===== src/rtl/program_loader.sv =====
// Boot-time program loader: streams LC2K machine words into instruction memory
// from address 0, holds the CPU idle until the image is complete, releases it,
// and stops it again on CONTROL_HALT. Images longer than MAX_WORDS are flagged.
module program_loader #(
    parameter int ADDR_WIDTH = 16,
    parameter int MAX_WORDS  = 65536
) (
    input  logic                  clk,
    input  logic                  reset,
    input  logic                  start,
    input  logic                  in_valid,
    input  logic [31:0]           in_data,
    input  logic                  in_last,
    output logic                  in_ready,
    output logic                  mem_we,
    output logic [ADDR_WIDTH-1:0] mem_addr,
    output logic [31:0]           mem_wdata,
    input  logic                  CONTROL_HALT,
    output logic                  cpu_run,
    output logic [ADDR_WIDTH:0]   word_count,
    output logic                  load_error
);

    typedef enum logic [2:0] {S_IDLE, S_LOAD, S_RUN, S_HALTED, S_ERROR} state_t;

    localparam logic [ADDR_WIDTH:0] LAST_IDX = (ADDR_WIDTH + 1)'(MAX_WORDS - 1);

    state_t             state, state_nxt;
    logic               in_ready_nxt;
    logic               cpu_run_nxt;
    logic               load_error_nxt;
    logic               clear_cnt;
    logic               xfer;
    logic [ADDR_WIDTH:0] cnt_eff;
    logic               at_last_idx;

    logic               vld_p0;
    logic [31:0]        data_p0;
    logic               last_p0;
    logic               ovf_p0;

    assign xfer        = in_valid && in_ready;
    // A word may be accepted but not yet counted; include it when checking capacity.
    assign cnt_eff     = word_count + {{ADDR_WIDTH{1'b0}}, vld_p0};
    assign at_last_idx = (cnt_eff == LAST_IDX);

    // State and registered control outputs
    always_ff @(posedge clk or posedge reset) begin
        if (reset) begin
            state      <= S_IDLE;
            in_ready   <= 1'b0;
            cpu_run    <= 1'b0;
            load_error <= 1'b0;
        end else begin
            state      <= state_nxt;
            in_ready   <= in_ready_nxt;
            cpu_run    <= cpu_run_nxt;
            load_error <= load_error_nxt;
        end
    end

    // Next-state and next-output decode
    always_comb begin
        state_nxt      = state;
        in_ready_nxt   = 1'b0;
        cpu_run_nxt    = 1'b0;
        load_error_nxt = load_error;
        clear_cnt      = 1'b0;
        case (state)
            S_IDLE: begin
                if (start) begin
                    state_nxt    = S_LOAD;
                    in_ready_nxt = 1'b1;
                    clear_cnt    = 1'b1;
                end
            end
            S_LOAD: begin
                // Stop accepting as soon as the terminating word is taken, so the
                // pending write is the last one before the state change.
                in_ready_nxt = in_ready && !(xfer && (in_last || at_last_idx));
                if (vld_p0 && last_p0) begin
                    state_nxt   = S_RUN;
                    cpu_run_nxt = 1'b1;
                end else if (vld_p0 && ovf_p0) begin
                    state_nxt      = S_ERROR;
                    load_error_nxt = 1'b1;
                end
            end
            S_RUN: begin
                cpu_run_nxt = !CONTROL_HALT;
                if (CONTROL_HALT) begin
                    state_nxt = S_HALTED;
                end
            end
            S_HALTED, S_ERROR: begin
                if (start) begin
                    state_nxt      = S_LOAD;
                    in_ready_nxt   = 1'b1;
                    clear_cnt      = 1'b1;
                    load_error_nxt = 1'b0;
                end
            end
            default: state_nxt = S_IDLE;
        endcase
    end

    // Stage p0: capture the accepted word
    always_ff @(posedge clk or posedge reset) begin
        if (reset) begin
            vld_p0 <= 1'b0;
        end else begin
            vld_p0 <= xfer;
        end
    end

    // Captured word payload, qualified by vld_p0
    always_ff @(posedge clk) begin
        if (xfer) begin
            data_p0 <= in_data;
            last_p0 <= in_last;
            ovf_p0  <= !in_last && at_last_idx;
        end
    end

    // Stage p1: memory write port and word counter
    always_ff @(posedge clk or posedge reset) begin
        if (reset) begin
            mem_we     <= 1'b0;
            mem_addr   <= '0;
            mem_wdata  <= '0;
            word_count <= '0;
        end else begin
            mem_we <= vld_p0;
            if (vld_p0) begin
                mem_addr   <= word_count[ADDR_WIDTH-1:0];
                mem_wdata  <= data_p0;
                word_count <= word_count + 1'b1;
            end else if (clear_cnt) begin
                word_count <= '0;
            end
        end
    end

endmodule


===== config.mk =====
export PLATFORM = sky130hd
export DESIGN_NAME = program_loader
export DESIGN_NICKNAME = d
export VERILOG_FILES = /design/src/rtl/program_loader.sv
export SDC_FILE = /design/constraint.sdc
export NUM_CORES = 1
export LEC_CHECK = 0
export BUFFER_PORTS_ARGS = -buffer_cell sky130_fd_sc_hd__buf_2
export CAP_MARGIN = 20
export CORE_UTILIZATION = 47
export DETAILED_ROUTE_END_ITERATION = 12
export PLACE_DENSITY = 0.77
export SETUP_SLACK_MARGIN = 0.02
export SYNTH_ARGS = -nofsm -noshare
export SYNTH_HDL_FRONTEND = slang
export SYNTH_SLANG_ARGS = --single-unit

===== constraint.sdc =====
create_clock -name clk -period 1.9 [get_ports clk]
set_input_delay 0.095 -clock clk [delete_from_list [all_inputs] [get_ports clk]]
set_output_delay 0.095 -clock clk [all_outputs]
set_load 0.1 [all_outputs]

Yosys cells after proc, flatten, opt, wreduce, memory -nomap -nowiden

Cells that the tools add are included.

Eq/ne operators: 11
Reductions and logical operators: 17
Multiplexer cells: 16
$add $sub $neg: 2

Operators with widths:

| cell                                                                     | count |
|---|---|
| 17-bit two-way mux                                                       | 2 |
| 17-bit by 1-bit adder with 17-bit output                                 | 1 |
| 17-bit by 1-bit adder with 17-bit output (second input constant)         | 1 |
| 17-bit by 16-bit == test with 1-bit output (second input constant)       | 1 |
| 3-bit two-way mux                                                        | 4 |
| 3-bit one-hot mux with 3 select lines                                    | 1 |
| 2-bit inequality test (second input constant)                            | 4 |
| 3-bit by 2-bit == test with 1-bit output (second input constant)         | 2 |
| 1-bit logical AND                                                        | 6 |
| 1-bit two-way mux                                                        | 6 |
| 1-bit one-hot mux with 2 select lines                                    | 3 |
| 4-bit AND reduction                                                      | 1 |
| 2-bit nonzero test                                                       | 2 |
| 3-bit by 1-bit == test with 1-bit output (second input constant)         | 1 |
| 3-bit == test (second input constant)                                    | 1 |
| 1-bit zero test                                                          | 3 |
| 3-bit zero test                                                          | 1 |
| 3-bit inequality test (second input constant)                            | 1 |
| 3-bit AND reduction                                                      | 1 |
| 3-bit OR reduction                                                       | 1 |
| 2-bit by 1-bit inequality test with 1-bit output (second input constant) | 1 |
| 2-bit OR reduction                                                       | 1 |
| 1-bit logical OR                                                         | 1 |

Input port bits: 38
Logic and storage cells: 58
Output and inout port bits: 69
Bits in registers: 107

Longest topological paths before layout

Gate-level depths: netlist of run 1.

Depth after elaboration: 7
Gate-level depth with buffers: 7
Mapped depth without buffers: 7

Least setup slack after synthesis of run 1

Ideal clock, no wire load.

Path kind: register -> register
Start: reg word_count[0]
End: reg in_ready
Data required time: 1.774 ns
Period minus slack after synthesis: 2.687 ns
Path buffers: 0
Setup time: 0.126 ns
Path slack: -0.787 ns
Cell stages (with the launch flop): 8
Arrival time: 2.561 ns
Path through: dfrtp_1 -> inv_1 -> ha_1 -> nand4bb_1 -> or3_1 -> nor4_2 -> nand4_1 -> a221o_1

Cells in the longest elaborated chain, start to end: 7

Ends and longest elaborated chain:

| element                                    | line | text |
|---|---|---|
| start: declaration                         | 20   | `output logic [ADDR_WIDTH:0] word_count,` |
| start signal: assignment                   | 137  | `word_count <= word_count + 1'b1;` |
| 17-bit by 1-bit adder with 17-bit output   | 44   | `assign cnt_eff = word_count + {{ADDR_WIDTH{1'b0}}, vld_p0};` |
| 17-bit by 16-bit == test with 1-bit output | 45   | `assign at_last_idx = (cnt_eff == LAST_IDX);` |
| 1-bit logical OR                           | 80   | `in_ready_nxt = in_ready && !(xfer && (in_last \|\| at_last_idx));` |
| 1-bit logical AND                          | 80   |  |
| 1-bit zero test                            | 80   |  |
| 1-bit logical AND                          | 80   |  |
| 1-bit one-hot mux with 2 select lines      | 69   | `case (state)` |
| via in_ready_nxt                           | 29   | `logic in_ready_nxt;` |
| end signal: assignment                     | 56   | `in_ready <= in_ready_nxt;` |
| end: declaration                           | 14   | `output logic in_ready,` |

The timed path passes the listed nets, and every way through them passes these cells.
A chain may end at the register's enable or synchronous reset.

Worst setup path in the final report of run 1

Ends and elaborated chain as after synthesis.

==> metrics.yaml, run 1 <==
setup_path:
  ff2ff_setup_slack_ps: -100
  critPathCaptureType: "flip-flop"
  r2r_cells: 7
  r2r_start: "word_count[0]"
  cp.arrival_ps: 2260
  criticalPathCategory: "flip-flop to flip-flop"
  crit_path_max_fanout: 4
  worst_setup_path_start_kind: "flip-flop"
  required_ps: 2160
  worstReg2RegEnd: "in_ready"
die:
  coreArea_um2: 8763
  die_area_um2: 9449
  pin_count: 107
  start_util_pct: 48.62
  rows: 34
  die_w_um: 97.21
  die_h_um: 97.21
synthesis:
  synth_top_cell_area_share_pct: 42.88
  yosysUniqueCellTypes: 45
  synth.avg_cell_area_um2: 15.22
  synthArstFlopShare_pct: 68.22
  yosys-top-cells-area: "dfrtp_1 (43%), edfxtp_1 (24%), mux2_2 (13%), ha_1 (1.5%), a22o_1 (1.4%)"
  synth_seq_cells: 107
  synth_area_um2: 4260
  synthCells: 280
  yosysWarningCount: 0
  ys_seq_area_share_pct: 66.84
  synth.most_common_cell: "dfrtp_1"
  synth_ff_type: "dfrtp_1"
  yosysTopAreaCell: "dfrtp_1"
  synth-edff-count: 34
  synth_common_cells: "dfrtp_1 (73), mux2_2 (49), edfxtp_1 (34)"
  syn-num-nets: 323
sta:
  whs_ps: 142.0
  post-route-min-period_ps: 2000
  worst_pin_slew_ps: 589.5
  final_hold_viol_count: 0
  setup_ws_ps: -100.5
  rsz0062_at_grt: "true"
  fmax_mhz: 499.9
  slew-limit-headroom_pct: 60.62
  clock-skew-final_ps: 10.58
  finalCritPeriodShare_pct: 105.3
  slew_viol_final: 0
  setup_viol: 2
placed_design:
  pre_cts_slack_ps: -101.8
  hpwlAfterDp_um: 5853
  dp_cells: 499
  place.gp.congestion: 0.8337
  port_buffers: 106
route:
  final_antenna_net_count: 0
  wl_per_cell_um: 16.70
  drt-pass1-iter-count: 6
  vias_per_cell: 5.246
  drc_errors: 0
  drt_iter0_markers: 62
  wirelength_um: 9217
  num_vias: 2896
clock_network:
  cts_tree: "built"
  cts.sinks: 107
  cts.root.buffer_cell: "clkbuf_8"
  clk_pin_slew_ps: 110
  cts_max_level: 3
  clock_path_buffers: 2
  cts_buffers: 9
  clk_latency_ps: 370
layout:
  fill_cells: 642
  layout.nets: 482
  multi_input_area_um2: 1335
  antenna_cells: 0
  area.sequential_um2: 2864
  syn2layout_area_growth_pct: 32.13
  final_cell_count_no_fill: 552
  drive_above_1_share_pct: 49.10
  fin_util_pct: 64.23
min_path:
  min_delay_worst_endpoint: "vld_p0"
  min-delay-start: "in_valid"
  hold_class: "input port to flip-flop"
  whs_path_depth: 2
status:
  status: "finished, violations left"
  violations: "negative setup slack"
global_route:
  grt_antenna_before_repair: 0
  grt_pass1_wl_um: 15150
  grt-ovfl-total: 0
  grt_usage_pct: 20.53
  grt_pass1_vias: 3033
  grt_max_degree: 36
pwr:
  ir_worst_vdd_mv: 1.628
  power_density_nw_per_um2: 1685
  p_leak_uw: 0.002556
  p_total_uw: 9486
run:
  maxCapViolCount: 0
metal layers:
layer / routed length [um] / track usage, % / share of wire [%]
met5: 0 / 0 / 0
met3: 451 / 3.885 / 4.9
met2: 4562 / 33.91 / 49
met1: 4078 / 27.44 / 44
met4: 125 / 6.774 / 1.4
placed cells by master (no fill, tap or decap), types with 2 or more instances in the layout:
| master | n |
|---|---|
| nand3_1 | 11 |
| clkbuf_8 | 9 |
| and4_1 | 3 |
| dfrtp_2 | 13 |
| buf_12 | 2 |
| ha_4 | 2 |
| o21ai_0 | 8 |
| nand2_1 | 11 |
| nor2b_1 | 2 |
| inv_6 | 3 |
| o211ai_1 | 4 |
| buf_2 | 106 |
| nand4bb_1 | 2 |
| nand4_1 | 6 |
| mux2_2 | 49 |
| and3b_1 | 2 |
| a22o_1 | 7 |
| o31ai_1 | 3 |
| xnor2_1 | 5 |
| edfxtp_1 | 34 |
| or3_1 | 2 |
| xor2_1 | 2 |
| clkinv_8 | 2 |
| a22oi_1 | 2 |
| dfrtp_1 | 60 |
| nor2_1 | 5 |
| inv_1 | 3 |
| ha_1 | 2 |
| buf_4 | 18 |
| dlygate4sd3_1 | 36 |
| a21oi_1 | 5 |
worst max-delay path, cell delays in order, from the launching register on:
cell and delay (ps):
dfrtp_2 460, ha_4 180, ha_4 260, nand4bb_1 90, or3_1 320, nor4_2 130, nand4_1 150, a221o_1 310
state kept, by name, indices dropped and copies added, names as in the netlist, 3 cells and up:
name / flops
data_p0: 32
mem_wdata: 32
word_count: 17
state: 3
mem_addr: 16
through the flow:
stage / setup TNS (ps) / cell area (um^2)
4_1_cts: -140.4 / 5618
5_1_grt: -288.2 / 5629
3_3_place_gp: -50.73 / 5047
3_5_place_dp: -125.2 / 5047
2_1_floorplan: -3602 / 4309
6_report: -146.6 / 5629
layout make-up:
cell class	count	area share (%)
Clock inverter	7	1.267
Inverter	5	0.4001
Multi-Input combinational cell	153	23.72
Clock buffer	9	2.200
Sequential cell	107	50.88
Tap cell	108	2.401
Timing Repair Buffer	163	19.14
worst max-delay path by stage:
| stage | startpoint | end | slack (ps) | depth (start not counted) |
|---|---|---|---|---|
| 6_report | word_count[0] | in_ready | -100 | 7 |
| 3_3_place_gp | word_count[0] | in_ready | -50 | 7 |
| 5_1_grt | vld_p0 | in_ready | -180 | 7 |
| 4_1_cts | vld_p0 | in_ready | -100 | 7 |
| 3_5_place_dp | vld_p0 | in_ready | -100 | 7 |
| 2_1_floorplan | word_count[0] | in_ready | -350 | 7 |
power breakdown:
group          switching, uW  internal, uW  total [uW]  leakage, uW
Combinational           3880           943        4820      0.00123
Clock                    857           512        1370    0.0000978
Sequential               330          2970        3300      0.00123
Total                   5060          4420        9490      0.00256
cell families (layout without fill, tap and decap cells):
| logic type | Yosys count | in the layout | synth area share, % |
|---|---|---|---|
| buf+inv | 20 | 184 | 2.702 |
| flops | 107 | 107 | 66.84 |
| mux | 50 | 50 | 13.19 |
| compound gates | 35 | 35 | 5.698 |
| xor+xnor | 7 | 7 | 1.439 |
| fa+ha+maj | 5 | 5 | 1.468 |
| simple gates | 56 | 56 | 8.664 |
what timing repair did:
item	4_1_cts	5_1_grt
gates resized for setup	2	1
hold endpoints to repair	58	0
endpoints found under the setup margin	3	3
setup buffers	0	1
hold buffers	36	0
pin swaps	0	2
Note: power is estimated with default switching activity, not from simulation.
==> run 2: changes to the inputs <==
REMOVE_ABC_BUFFERS = 1   (was unset)
==> metrics.yaml, run 2 (synthesized netlist as in run 1, its figures left out) <==
pwr:
  ir_worst_vdd_mv: 1.754  # +7.8%
  switchingPower_uw: 5053  # -0.22%
  power_density_nw_per_um2: 1666  # -1.2%
  p_leak_uw: 0.002643  # +3.4%
  power.share.switching_pct: 52.98  # -0.41 points
  power_frac_seq_pct: 34.4  # -0.3 points
  intPower_uw: 4485  # +1.4%
  p_comb_share_pct: 51.3  # +0.5 points
  clkPwrFrac_pct: 14.3  # about the same
setup_path:
  criticalPathCategory: "flip-flop to flip-flop"
  required_ps: 2160  # about the same
  worst_setup_path_start_kind: "flip-flop"
  cp.arrival_ps: 2300  # +40 ps
  crit_path_max_fanout: 3  # -1
  critPathCaptureType: "flip-flop"
  ff2ff_setup_slack_ps: -130  # -30 ps
placed_design:
  hpwlAfterDp_um: 5943  # +1.5%
  port_buffers: 106  # unchanged
  place.gp.congestion: 0.8063  # -3.3%
  dp_cells: 501  # +0.40%
  pre_cts_slack_ps: -263.1  # -161.3 ps
die:
  start_util_pct: 48.62  # unchanged
  pin_count: 107  # unchanged
  die_w_um: 97.21  # unchanged
  die_area_um2: 9449  # unchanged
  die_h_um: 97.21  # unchanged
  coreArea_um2: 8763  # unchanged
  rows: 34  # unchanged
run:
  maxCapViolCount: 0  # unchanged
layout:
  top_regs: "data_p0: 32 flops, mem_wdata: 32 flops, word_count: 17 flops"
  layout.nets: 492  # +2.1%
  layout_common_cells: "buf_2 (106), dfrtp_1 (71), mux2_2 (49), dlygate4sd3_1 (36), edfxtp_1 (34)"
  syn2layout_area_growth_pct: 34.42
  final_cell_count_no_fill: 562  # +1.8%
  mostFrequentLayoutCell: "buf_2"
  drive_above_1_share_pct: 48.02  # -1.1 points
  antenna_cells: 0  # unchanged
sta:
  final_hold_viol_count: 0  # unchanged
  finalCritPeriodShare_pct: 107.0  # +1.7 points
  setup_viol: 2  # unchanged
  post-route-min-period_ps: 2033  # +32.73 ps
  slew-limit-headroom_pct: 63.57  # +3.0 points
  worst_pin_slew_ps: 545.6  # -43.84 ps
  clock-skew-final_ps: 10.25  # -0.3299 ps
  fmax_mhz: 491.8  # -1.6%
  setup_ws_ps: -133.2  # -32.73 ps
  rsz0062_at_grt: "true"
  slew_viol_final: 0  # unchanged
clock_network:
  clk_latency_ps: 370  # about the same
  cts.root.buffer_cell: "clkbuf_8"
  clk_pin_slew_ps: 110  # about the same
  cts_tree: "built"
  clock_path_buffers: 2  # unchanged
  cts_buffers: 9  # unchanged
  cts.sinks: 107  # unchanged
  cts_max_level: 3  # unchanged
route:
  drt_iter0_markers: 115  # +85%
  wl_per_cell_um: 16.59  # -0.63%
  num_vias: 2980  # +2.9%
  drt-pass1-iter-count: 5  # -1
  wirelength_um: 9325  # +1.2%
  final_antenna_net_count: 0  # unchanged
  vias_per_cell: 5.302  # +1.1%
  drc_errors: 0  # unchanged
status:
  status: "finished, violations left"
  violations: "negative setup slack"
global_route:
  grt_pass1_vias: 3160  # +4.2%
  grt-ovfl-total: 0  # unchanged
  grt_max_degree: 29  # -19%
  grt_usage_pct: 20.75  # +0.22 points
  grt_antenna_before_repair: 0  # unchanged
  grt_pass1_wl_um: 15310  # +1.0%
min_path:
  hold_class: "input port to flip-flop"
## run 2: path summary, 6_finish.rpt
kind / startpoint / endpoint / depth (start not counted)
min in group asynchronous: reset / mem_wdata[1] / 3
setup / recovery: word_count[0] / in_ready / 7
hold / removal: in_valid / vld_p0 / 2
setup reg to reg: word_count[0] / in_ready / 7
max in group asynchronous: reset / vld_p0 / 4
hold reg to reg: data_p0[5] / mem_wdata[5] / 1
## run 2: power groups by stage
| stage | Combinational, uW | Sequential, uW | Clock [uW] |
|---|---|---|---|
| final | 4890 | 3280 | 1360 |
| after global routing | 5060 | 3360 | 1480 |
| after CTS | 4890 | 3270 | 1380 |
| after detailed placement | 4740 | 3290 | 0 |
| after global placement | 4670 | 3300 | 0 |
| after floorplan | 737 | 6430 | 0 |
## run 2: cell type report
class	count	area (um^2)
flip-flops and latches	107	2850
repair buffers	173	1189
clock buffers	9	123.9
fillers	634	3037
clock inverters	7	67.56
inverters	5	18.77
well taps	108	135.1
multi-input cells	153	1343
## run 2: routing by layer
metal,track usage [%],vias up,part of all wire (%)
met4,7.003,0,1.8
met2,35.70,128,51
li1,-,1372,-
met5,0,-,0
met3,4.173,18,5.5
met1,26.19,1462,42
## run 2: through the flow
step	hold WS [ps]	util (%)	power (uW)	setup TNS (ps)	cell area [um^2]
after floorplan	179.0	-	7172	-35270	4164
after global placement	184.2	57.31	7962	-268.1	5022
after detailed placement	183.6	57.31	8032	-668.7	5022
after CTS	224.9	65.06	9546	-166.9	5702
after global routing	227.5	65.35	9901	-394.9	5727
final	217.1	65.35	9538	-190.2	5727
## run 2: critical path, stage by stage, from the launching register on
cell and delay, ps:
dfrtp_2 460, ha_4 180, ha_4 260, nand4bb_1 100, or3_1 330, nor4_2 130
nand4_1 150, a221o_1 320
## run 2: repair_timing
item / CTS / global route
gates cloned: 1 / 0
hold endpoints to repair: 59 / 0
resized for setup: 10 / 6
pin swaps: 3 / 3
hold buffers: 36 / 0
endpoints found under the setup margin: 7 / 6
buffers inserted: 6 / 3
==> run 3: changes to the inputs <==
BUFFER_PORTS_ARGS = -buffer_cell sky130_fd_sc_hd__buf_4   (was -buffer_cell sky130_fd_sc_hd__buf_2)
==> metrics.yaml, run 3 (synthesized netlist as in run 1, its figures left out) <==
route:
  drc_errors: 0  # unchanged
  drt-pass1-iter-count: 5  # unchanged
  wirelength_um: 9530  # +2.2%
  final_antenna_net_count: 0  # unchanged
  wl_per_cell_um: 17.05  # +2.7%
  num_vias: 2976  # -0.13%
  drt_iter0_markers: 90  # -22%
  vias_per_cell: 5.324  # +0.40%
global_route:
  grt_antenna_before_repair: 0  # unchanged
  grt_usage_pct: 21.20  # +0.45 points
  grt_pass1_vias: 3218  # +1.8%
  grt-ovfl-total: 0  # unchanged
  grt_max_degree: 36  # +24%
  grt_pass1_wl_um: 15680  # +2.4%
sta:
  worst_pin_slew_ps: 508.8  # -36.78 ps
  fmax_mhz: 489.6  # -0.46%
  clock-skew-final_ps: 10.27  # +0.01080 ps
  slew_viol_final: 0  # unchanged
  finalCritPeriodShare_pct: 107.5  # +0.49 points
  setup_viol: 2  # unchanged
  final_hold_viol_count: 0  # unchanged
  setup_ws_ps: -142.5  # -9.305 ps
  rsz0062_at_grt: "true"
  slew-limit-headroom_pct: 66.03  # +2.5 points
  post-route-min-period_ps: 2043  # +9.305 ps
pwr:
  p_leak_uw: 0.002707  # +2.4%
  ir_worst_vdd_mv: 1.731  # -1.3%
  power_density_nw_per_um2: 1650  # -0.94%
  p_total_uw: 9856  # +3.3%
placed_design:
  hpwlAfterDp_um: 5895  # -0.80%
  port_buffers: 106  # unchanged
  place.gp.congestion: 0.8488  # +5.3%
  dp_cells: 501  # unchanged
min_path:
  hold_class: "input port to flip-flop"
setup_path:
  crit_path_max_fanout: 3  # unchanged
  r2r_cells: 7  # unchanged
  criticalPathCategory: "flip-flop to flip-flop"
  critical_path.endpoint: "in_ready"
  r2r_start: "word_count[0]"
  worst_setup_path_start_kind: "flip-flop"
  worstReg2RegEnd: "in_ready"
  cp.arrival_ps: 2300  # about the same
  ff2ff_setup_slack_ps: -140  # about the same
  required_ps: 2150  # about the same
  setup.worst_path.start: "word_count[0]"
  critPathCaptureType: "flip-flop"
layout:
  layout_common_cells: "buf_4 (129), dfrtp_1 (72), mux2_2 (49), dlygate4sd3_1 (36), edfxtp_1 (34)"
  syn2layout_area_growth_pct: 40.21
  top_regs: "data_p0: 32 flops, mem_wdata: 32 flops, word_count: 17 flops"
  layout.nets: 489  # -0.61%
  antenna_cells: 0  # unchanged
  mostFrequentLayoutCell: "buf_4"
  drive_above_1_share_pct: 47.45  # -0.57 points
  final_cell_count_no_fill: 559  # -0.53%
status:
  violations: "negative setup slack"
  status: "finished, violations left"
clock_network:
  cts_buffers: 9  # unchanged
  cts_tree: "built"
  clock_path_buffers: 2  # unchanged
  clk_pin_slew_ps: 100  # about the same
  cts.sinks: 107  # unchanged
  cts.root.buffer_cell: "clkbuf_8"
  clk_latency_ps: 370  # about the same
  cts_max_level: 3  # unchanged
run:
  maxCapViolCount: 0  # unchanged
die:
  die_area_um2: 9449  # unchanged
  die_w_um: 97.21  # unchanged
  coreArea_um2: 8763  # unchanged
  rows: 34  # unchanged
  pin_count: 107  # unchanged
  start_util_pct: 48.62  # unchanged
  die_h_um: 97.21  # unchanged
-- run 3: report_power, final --
part / internal, uW / total [uW] / leakage [uW] / switching, uW
Clock: 515 / 1370 / 0.0000997 / 852
Combinational: 1270 / 5170 / 0.00135 / 3900
Sequential: 2960 / 3320 / 0.00125 / 355
-- run 3: critical path: stages, from the launching register on --
cell	delay, ps
dfrtp_1	440
ha_4	190
ha_4	250
nand4bb_1	100
or3_4	350
nor4_4	120
nand4_1	150
a221o_1	320
-- run 3: worst min path at each step --
stage / from / slack [ps] / cells past startpoint / end
global route: in_valid / 260 / 3 / vld_p0
floorplan: start / 180 / 1 / state[2]
finish: in_valid / 240 / 3 / vld_p0
CTS: in_valid / 240 / 3 / vld_p0
global placement: reset / 150 / 2 / mem_wdata[14]
detailed placement: reset / 170 / 2 / mem_wdata[19]
-- run 3: area by class of cell --
type,instances,area [um^2]
Clock buffer,9,123.9
Clock inverter,7,67.56
Fill cell,603,2790
Inverter,5,18.77
Multi-Input combinational cell,153,1346
Sequential cell,107,2849
Tap cell,108,135.1
Timing Repair Buffer,170,1433
-- run 3: metrics by stage --
step	setup slack, ps	setup TNS, ps	instance area [um^2]	utilization [%]	hold WS [ps]
3_3_place_gp	-129.3	-248.5	5288	60.34	150.4
3_5_place_dp	-219.3	-549.2	5288	60.34	165.2
6_report	-142.5	-205.3	5973	68.16	239.4
5_1_grt	-236.6	-422.4	5973	68.16	260.8
2_1_floorplan	-1222	-35270	4164	-	179.0
4_1_cts	-106.5	-138.6	5956	67.96	239.7
-- run 3: metal layers --
metal	global-route usage, %	vias up	wire, um
li1	-	1368	-
met1	26.33	1465	3935
met2	35.70	123	4785
met3	5.036	20	613
met4	8.611	0	196
met5	0	-	0
-- run 3: timing repair --
action | CTS | global route
setup endpoints to repair | 7 | 4
hold buffers | 36 | 0
resized for setup | 9 | 3
hold endpoints to repair | 56 | 0
setup buffers | 5 | 0
pin swaps | 5 | 1
cloned | 1 | 0
